<file path="config.mk">
export PLATFORM = sky130hd
export DESIGN_NAME = minesweeper_input
export DESIGN_NICKNAME = d
export VERILOG_FILES = /design/src/rtl/minesweeper_input.sv
export SDC_FILE = /design/constraint.sdc
export NUM_CORES = 1
export LEC_CHECK = 0
export CAP_MARGIN = 10
export CORE_MARGIN = 2
export CORE_UTILIZATION = 45
export DETAILED_ROUTE_END_ITERATION = 10
export HOLD_SLACK_MARGIN = 0.15
export PLACE_DENSITY = 0.76
export SLEW_MARGIN = 20
export SYNTH_ARGS = -nofsm -noshare
export SYNTH_HDL_FRONTEND = slang
export SYNTH_SLANG_ARGS = --single-unit
export TNS_END_PERCENT = 100
</file>
<file path="constraint.sdc">
create_clock -name clk -period 2.1 [get_ports clk]
set_clock_uncertainty 0.2 [all_clocks]
set_input_delay 0.42 -clock clk [delete_from_list [all_inputs] [get_ports clk]]
set_output_delay 0.42 -clock clk [all_outputs]
set_load 0.01 [all_outputs]
</file>
<file path="src/rtl/minesweeper_input.sv">
// Button conditioner for the minesweeper core: 2-flop sync, per-bit debounce, one-cycle step pulses.
// Optional per-direction auto-repeat is built when MINESWEEPER_AUTOREPEAT_EN is defined.
module minesweeper_input #(
  parameter int DEBOUNCE_CYCLES = 250000,
  parameter int REPEAT_DELAY    = 12500000,
  parameter int REPEAT_PERIOD   = 2500000
) (
  input  logic       clk,
  input  logic       rst,
  input  logic [4:0] btn_in,
  output logic [4:0] btn_level,
  output logic       step_left,
  output logic       step_right,
  output logic       step_up,
  output logic       step_down,
  output logic       step_press
);

  localparam int DW = $clog2(DEBOUNCE_CYCLES);

  logic [4:0] sync1_reg;
  logic [4:0] sync2_reg;
  logic [4:0] level_int;
  logic [4:0] rise;
  logic [3:0] rep_fire;
  logic [3:0] dir_pulse;

  always_ff @(posedge clk) begin
    if (rst) begin
      sync1_reg <= '0;
      sync2_reg <= '0;
    end else begin
      sync1_reg <= btn_in;
      sync2_reg <= sync1_reg;
    end
  end

  // level_int leads btn_level by one cycle so the pulse and the level appear together
  genvar gi;
  generate
    for (gi = 0; gi < 5; gi++) begin : g_deb
      logic [DW-1:0] cnt_reg;
      logic          lvl_reg;

      always_ff @(posedge clk) begin
        if (rst) begin
          cnt_reg <= '0;
          lvl_reg <= 1'b0;
        end else if (sync2_reg[gi] == lvl_reg) begin
          cnt_reg <= '0;
        end else if (cnt_reg == DW'(DEBOUNCE_CYCLES - 1)) begin
          cnt_reg <= '0;
          lvl_reg <= ~lvl_reg;
        end else begin
          cnt_reg <= cnt_reg + DW'(1);
        end
      end

      assign level_int[gi] = lvl_reg;
    end
  endgenerate

  always_ff @(posedge clk) begin
    if (rst) btn_level <= '0;
    else     btn_level <= level_int;
  end

  assign rise = level_int & ~btn_level;

`ifdef MINESWEEPER_AUTOREPEAT_EN
  localparam int REP_MAX = (REPEAT_DELAY > REPEAT_PERIOD) ? REPEAT_DELAY : REPEAT_PERIOD;
  localparam int RW      = $clog2(REP_MAX);

  typedef enum logic [1:0] {IDLE, DELAY, REPEAT} rep_state_t;

  generate
    for (gi = 0; gi < 4; gi++) begin : g_rep
      rep_state_t    state_reg;
      logic [RW-1:0] rcnt_reg;
      logic          fire;

      // A fire requires the internal level still high, so a release kills the pending pulse
      assign fire = level_int[gi] &&
                    (((state_reg == DELAY)  && (rcnt_reg == RW'(REPEAT_DELAY - 1))) ||
                     ((state_reg == REPEAT) && (rcnt_reg == RW'(REPEAT_PERIOD - 1))));
      assign rep_fire[gi] = fire;

      always_ff @(posedge clk) begin
        if (rst || !level_int[gi]) begin
          state_reg <= IDLE;
          rcnt_reg  <= '0;
        end else if (rise[gi]) begin
          state_reg <= DELAY;
          rcnt_reg  <= '0;
        end else begin
          case (state_reg)
            DELAY: begin
              if (fire) begin
                state_reg <= REPEAT;
                rcnt_reg  <= '0;
              end else begin
                rcnt_reg <= rcnt_reg + RW'(1);
              end
            end
            REPEAT: begin
              if (fire) rcnt_reg <= '0;
              else      rcnt_reg <= rcnt_reg + RW'(1);
            end
            default: begin
              state_reg <= IDLE;
              rcnt_reg  <= '0;
            end
          endcase
        end
      end
    end
  endgenerate
`else
  assign rep_fire = '0;
`endif

  assign dir_pulse = rise[3:0] | rep_fire;

  // Opposing directions firing together cancel each other
  always_ff @(posedge clk) begin
    if (rst) begin
      step_left  <= 1'b0;
      step_right <= 1'b0;
      step_up    <= 1'b0;
      step_down  <= 1'b0;
      step_press <= 1'b0;
    end else begin
      step_left  <= dir_pulse[0] & ~dir_pulse[1];
      step_right <= dir_pulse[1] & ~dir_pulse[0];
      step_up    <= dir_pulse[2] & ~dir_pulse[3];
      step_down  <= dir_pulse[3] & ~dir_pulse[2];
      step_press <= rise[4];
    end
  end

endmodule

</file>
==> results of run 1 <==
## cells by family after synthesis
logic type	count (synthesis)
mux	3
buf+inv	37
compound gates	35
flops	115
fa+ha+maj	5
simple gates	274
xor+xnor	73
## cell usage in the layout, fill, tap and decap left out, drive strengths merged, types with 2 or more instances in the layout
cell type,instances
nor2,105
or4b,4
a21oi,12
nand2,22
or4,7
inv,23
clkdlybuf4s50,13
xor2,13
nor4b,3
nor2b,20
clkinv,5
o41ai,9
dlymetal6s2s,2
mux2,3
xnor2,60
clkbuf,26
nand3,31
nand4,23
nor4,29
or3,7
and4,3
or2,2
o31ai,4
buf,34
nor3,12
ha,5
dfxtp,115
o21ai,10
## through the flow
stage	hold slack (ns)	setup TNS, ns	instances	setup WS, ns
2_1_floorplan	0.2138	0	542	0.01242
3_3_place_gp	0.2037	0	714	0.02196
3_5_place_dp	0.2139	0	714	0.01517
4_1_cts	0.2321	0	745	0.005886
5_1_grt	0.2390	-0.4648	745	-0.04881
6_report	0.2256	0	745	0.01332
## what timing repair did
action | 4_1_cts | 5_1_grt
pin swaps | 0 | 0
buffers inserted | 0 | 0
setup endpoints to repair | 1 | 21
endpoints found under the hold margin | 0 | 0
resized for setup | 1 | 3
gates cloned | 0 | 0
## power by group through the flow
stage / Sequential (uW) / Clock (uW) / Combinational [uW]
2_1_floorplan: 2250 / 0 / 36.0
3_3_place_gp: 2250 / 0 / 66.1
3_5_place_dp: 2250 / 0 / 67.3
4_1_cts: 2200 / 2540 / 68.0
5_1_grt: 2200 / 2660 / 73.5
6_report: 2200 / 2490 / 66.6
## layer usage
metal,track usage [%],share of wire (%),wire (um)
met3,5.448,4.1,380
met4,7.875,1.6,145
met5,0,0,0
met2,30.41,49,4528
met1,20.75,46,4230
## cell type report
class	count	area [um2]	area share, %
Multi-Input combinational cell	390	2394	40.34
Sequential cell	115	2303	38.82
Timing Repair Buffer	50	456.7	7.697
Inverter	23	86.33	1.455
Clock inverter	5	25.02	0.4218
Tap cell	136	170.2	2.868
Clock buffer	26	498.0	8.393
## how the worst max path moves through the flow
stage / depth (start not counted) / from / to / slack (ns)
after CTS: 5 / g_deb[4].cnt_reg[8] / g_deb[4].lvl_reg / 0.006
after detailed placement: 5 / g_deb[4].cnt_reg[8] / g_deb[4].lvl_reg / 0.02
after global placement: 5 / g_deb[4].cnt_reg[8] / g_deb[4].lvl_reg / 0.02
after floorplan: 5 / g_deb[4].cnt_reg[8] / g_deb[4].cnt_reg[16] / 0.01
final: 5 / g_deb[4].cnt_reg[8] / g_deb[4].lvl_reg / 0.01
after global routing: 5 / g_deb[4].cnt_reg[8] / g_deb[4].cnt_reg[5] / -0.05
## worst max-delay path, cell delays in order, from the launching register on
cell and delay [ns]:
dfxtp_1 0.30, or4b_1 0.52, or4_4 0.55, buf_4 0.16, o21ai_0 0.14, o41ai_1 0.09
==> metrics, run 1 <==
worst hold path class=reg2reg; register area share after synthesis=between 40% and 50%; initial antenna violation count=0; Critical Path Start Type=flip-flop; first-pass GRT wire length=between 15 and 20 mm; All-Layer GR Usage=~18%; Clock Latency Late Sink=slightly above 0.5 ns; total CTS buffers=17; syn_area_per_cell=between 8 and 9 um2; Initial Util=approximately 47%; RR Startpoint=g_deb[4].cnt_reg[8]; CTS tree=done; Clock Path Buffers=2; GRT overflow=0; Max-slew headroom=72.58%; largest net degree at the start of global routing=25; DRT Wirelength=just over 9 mm; WL per Instance=~12 um; clk sink count=about 120; synth cell count leaders=dfxtp_1 (115), nor2_1 (105), xnor2_1 (60); via count=3859; area grow syn2layout=22.44%; n_diodes=0; Hold Crit Endpoint=step_press; clock share of power=around 52%; Post-synth ARST share=0%; Synth Cell Area=between 0.004 and 0.005 mm2; max-slew violation count=0; reg2reg end=g_deb[4].lvl_reg; layout cell share with drive strength beyond 1=about an eighth; number of library cell types mapped by synthesis=39; Hold Path Depth=1; Top Ports=17; Final ANT Viol Nets=0; Ys Warns=0; XOR/XNOR share of the synthesized area=a little over an eighth; Worst setup EP type=flip-flop; max cap viols=0; Synth Area in Adders=1.291%; vias in the first global route=roughly 3800; clock-pin slew on the worst setup and hold paths=0.05 ns; Buffers on Ports=16; Filler cells=between 900 and 1000; worst hold start=btn_level[4]; Tcrit/Tclk final=99.37%; Post-Syn Nets=approximately 550; largest area contributor in the netlist=dfxtp_1; Comb pwr share=~1.4%; Final nets=~610; fin area=slightly below 0.006 mm2; fmax=roughly 480 MHz; Root Driver=clkbuf_8; Core Area=approximately 0.010 mm2; final setup fails=0; DRC Markers=0; post-synthesis compound-gate area fraction=between 5 and 6%; Via density=roughly 5.2; post-synth top area share=between 40% and 50%; #FFs+latches synth=about 120; cts hold-fix bufs=0; Reg2Reg Depth=5; CP Max Fanout=2; number of synthesized flops with an enable pin=0; pwr dens=about 800 mW/mm2; endpoints failing hold=0; P_leak=0.001852 uW; Placed Area=~0.0054 mm2; R2R Setup Slk=0.01 ns; Power Total=around 4800 uW; Largest register FFs=90; Primary FF master, synth=dfxtp_1; Worst-Margin Slew=a little over 0.4 ns; switching power=between 900 and 1000 uW; status=completed; Setup CP Type=reg2reg; Layout Utilization=between 50% and 60%; Detailed Routing Iterations Pass 1=5; largest family of logic cells by synthesized area=simple AND/OR/NAND/NOR gates; top post-synthesis cells by area=dfxtp_1 (48%), xnor2_1 (11%), nor2_1 (8.1%); Die ar.=about 0.012 mm2; RSZ-0062 raised after global routing=true; Switching Share=just under 20%; top-count cell post-synth=dfxtp_1; Simple-Gate Fraction of Synth Area=between 20% and 30%; peak supply drop=0.0006764 V; H-tree depth=4; internal power=around 3800 uW; Worst EP required=2.29 ns; DPL Wire Length=around 6.4 mm; Arr. time, crit path=~2.3 ns; sequential share of power=between 40% and 50%; GPL Wtd Cong=about 0.87; die span in y=107.8 um; post-synthesis mux area share=less than 1%; DRT iter0 DRCs=192; Final Critical Period=around 2.1 ns; Core Rows=37; Post-Synthesis Cells=roughly 540; Die X=roughly 110 um
Note: power is estimated with default switching activity, not from simulation.
==> run 2: changes to the inputs <==
--- a/config.mk
+++ b/config.mk
@@ -10,7 +10,7 @@
 export CORE_UTILIZATION = 45
 export DETAILED_ROUTE_END_ITERATION = 10
 export HOLD_SLACK_MARGIN = 0.15
-export PLACE_DENSITY = 0.76
+export PLACE_DENSITY = 0.74
 export SLEW_MARGIN = 20
 export SYNTH_ARGS = -nofsm -noshare
 export SYNTH_HDL_FRONTEND = slang
==> constraint.sdc (replaced) <==
create_clock -name clk -period 2 [get_ports clk]
set_clock_uncertainty 0.2 [all_clocks]
set_input_delay 0.4 -clock clk [delete_from_list [all_inputs] [get_ports clk]]
set_output_delay 0.4 -clock clk [all_outputs]
set_load 0.01 [all_outputs]
==> run 2 against run 1 <==
Effect of this change:
- the flow now finishes with violations (negative setup slack)
- clock-buffer cell count down 5
- register-to-register slack worse by 0.08 ns
- routed wire length up 5.2%
- largest cell class unchanged
- largest power group unchanged
==> metrics, run 2 (synthesized netlist as in run 1, its figures left out) <==
status=finished with violations; failing checks=negative setup slack; clock share of power=a little over half; delay-heaviest family, CP=simple AND/OR/NAND/NOR gates; Critical Path Start Type=flip-flop; Detailed Routing Iterations Pass 1=4; Via density=a little over 5; cts hold-fix bufs=0; Core Rows=37; Max-slew headroom=between 70% and 80%; H-tree depth=4; max-slew violation count=0; DRC Markers=0; Die X=107.8 um; Tcrit/Tclk final=103.2%; Switching Share=about a fifth; fin area=0.006148 mm2; Setup WS post-layout=-0.06371 ns; final setup fails=19; CP Max Fanout=18; fmax=a little under 500 MHz; layout cell share with drive strength beyond 1=about 17%; fin cells=~770; RSZ-0062 raised after global routing=true; worst hold start=btn_in[4]; GRT overflow=0; area grow syn2layout=26.88%; GPL Wtd Cong=just under 0.9; largest net degree at the start of global routing=19; endpoints failing hold=0; DPL Wire Length=roughly 7 mm; All-Layer GR Usage=approximately 18%; DRT Wirelength=approximately 9.8 mm; M2 GR Usage=about a third; Final Critical Period=slightly above 2 ns; switching power=~1000 uW; Crit-path slowest cell=or4_4; via count=approximately 4000; Filler cells=about 860; setup_tns=-0.9303 ns; worst hold path class=in2reg; Placed Area=between 0.005 and 0.006 mm2; CP peak stage delay=about 0.54 ns; P_leak=~0.0020 uW; vias in the first global route=3980; WL per Instance=around 13 um; sequential share of power=between 40% and 50%; Clock Path Buffers=2; met1 Use GR=20.52%; worst path cell trace=or4_1, or4_4, o21ai_4, buf_12, nor2_1; DRT iter0 DRCs=~160; first-pass GRT wire length=16.88 mm; Largest register FFs=90; Core Area=roughly 0.010 mm2; clk sink count=115; n_diodes=0; CTS tree=done; Worst EP required=between 2 and 2.5 ns; Die ar.=between 0.01 and 0.015 mm2; commonest non-fill, non-tap cell in the layout=dfxtp_1; peak supply drop=between 0.0006 and 0.0007 V; Hold Crit Endpoint=sync1_reg[4]; Comb pwr share=1.5%; RR Startpoint=g_deb[4].cnt_reg[4]; Final nets=around 630; Worst setup EP type=flip-flop; Setup CP Type=reg2reg; total CTS buffers=17; clock-pin slew on the worst setup and hold paths=0.05 ns; Layout Utilization=between 50% and 60%; reg2reg end=g_deb[4].cnt_reg[12]; Top Ports=17; Final ANT Viol Nets=0; initial antenna violation count=0; Initial Util=46.73%; die span in y=between 100 and 150 um; Power Total=roughly 5100 uW; GR Util met3=4.782%; R2R Setup Slk=-0.06 ns; pwr dens=between 800 and 900 mW/mm2; Hold Path Depth=2; CP bufs+invs=1; Buffers on Ports=16; gr busiest metal=met2; most frequent cells in the layout=dfxtp_1 (110), nor2_1 (105), xnor2_1 (60); internal power=around 4000 uW; Root Driver=clkbuf_8; max cap viols=0; Worst-Margin Slew=approximately 0.37 ns; cell count after placement=about 730; Clock Latency Late Sink=0.52 ns; Setup Fix Bufs, Post-CTS=0; Reg2Reg Depth=5; Arr. time, crit path=2.26 ns
run 2: cell types whose count changed in the layout (fill, tap and decap cells not counted), sizes merged, moves of 2 or more:
cell	change
buf	+20
clkdlybuf4s50	-5
clkinv	+2
clkbuf	-5
clkinvlp	+2
dlygate4sd2	+6
run 2: worst register-to-register path, stage by stage (launching register included):
cell	delay, ns
dfxtp_1	0.31
or4_1	0.51
or4_4	0.55
o21ai_4	0.16
buf_12	0.16
nor2_1	0.06
run 2: metal layers:
metal | vias to the layer above | wire length, um
li1 | 2027 | -
met1 | 1867 | 4348
met2 | 64 | 4973
met3 | 15 | 294
met4 | 0 | 150
met5 | - | 0
run 2: area by class of cell:
class / count / area (um2) / area share [%]
clock buffers: 21 / 459.2 / 7.468
well taps: 136 / 170.2 / 2.768
clock inverters: 10 / 83.83 / 1.363
multi-input cells: 390 / 2452 / 39.89
inverters: 23 / 86.33 / 1.404
repair buffers: 70 / 588.1 / 9.565
flip-flops and latches: 115 / 2308 / 37.55
run 2: worst max path at each step:
stage                           end  depth (start not counted)                start  slack (ns)
6_report       g_deb[4].cnt_reg[12]                          5  g_deb[4].cnt_reg[4]       -0.06
2_1_floorplan  g_deb[4].cnt_reg[16]                          5  g_deb[4].cnt_reg[8]       -0.09
3_5_place_dp       g_deb[4].lvl_reg                          4  g_deb[4].cnt_reg[8]        -0.1
5_1_grt        g_deb[4].cnt_reg[12]                          5  g_deb[4].cnt_reg[4]       -0.10
4_1_cts        g_deb[4].cnt_reg[12]                          5  g_deb[4].cnt_reg[4]       -0.06
3_3_place_gp       g_deb[4].lvl_reg                          5  g_deb[4].cnt_reg[8]       -0.06
run 2: timing repair:
| action | CTS | global route |
|---|---|---|
| hold endpoints to repair | 0 | 0 |
| setup endpoints to repair | 27 | 38 |
| pin swaps | 2 | 2 |
| resized for setup | 9 | 11 |
| gates cloned | 0 | 0 |
run 2: power by group through the flow:
| stage | Clock, uW | Sequential [uW] | Combinational, uW |
|---|---|---|---|
| 2_1_floorplan | 0 | 2360 | 38.8 |
| 3_3_place_gp | 0 | 2360 | 70.7 |
| 3_5_place_dp | 0 | 2360 | 73.4 |
| 4_1_cts | 2780 | 2310 | 74.5 |
| 5_1_grt | 2870 | 2310 | 82.0 |
| 6_report | 2720 | 2310 | 75.1 |
run 2: stage by stage:
| stage | hold slack (ns) | setup WS (ns) |
|---|---|---|
| after floorplan | 0.2138 | -0.08758 |
| after global placement | 0.2235 | -0.06412 |
| after detailed placement | 0.2246 | -0.09745 |
| after CTS | 0.2131 | -0.06145 |
| after global routing | 0.2430 | -0.1005 |
| final | 0.2357 | -0.06371 |
==> run 3: changes to the inputs <==
--- a/config.mk
+++ b/config.mk
@@ -8,6 +8,7 @@
 export CAP_MARGIN = 10
 export CORE_MARGIN = 2
 export CORE_UTILIZATION = 45
+export CTS_CLUSTER_SIZE = 16
 export DETAILED_ROUTE_END_ITERATION = 10
 export HOLD_SLACK_MARGIN = 0.15
 export PLACE_DENSITY = 0.74
==> results of run 3 <==
The final DEF is identical to that of run 2; final timing and power are the same.
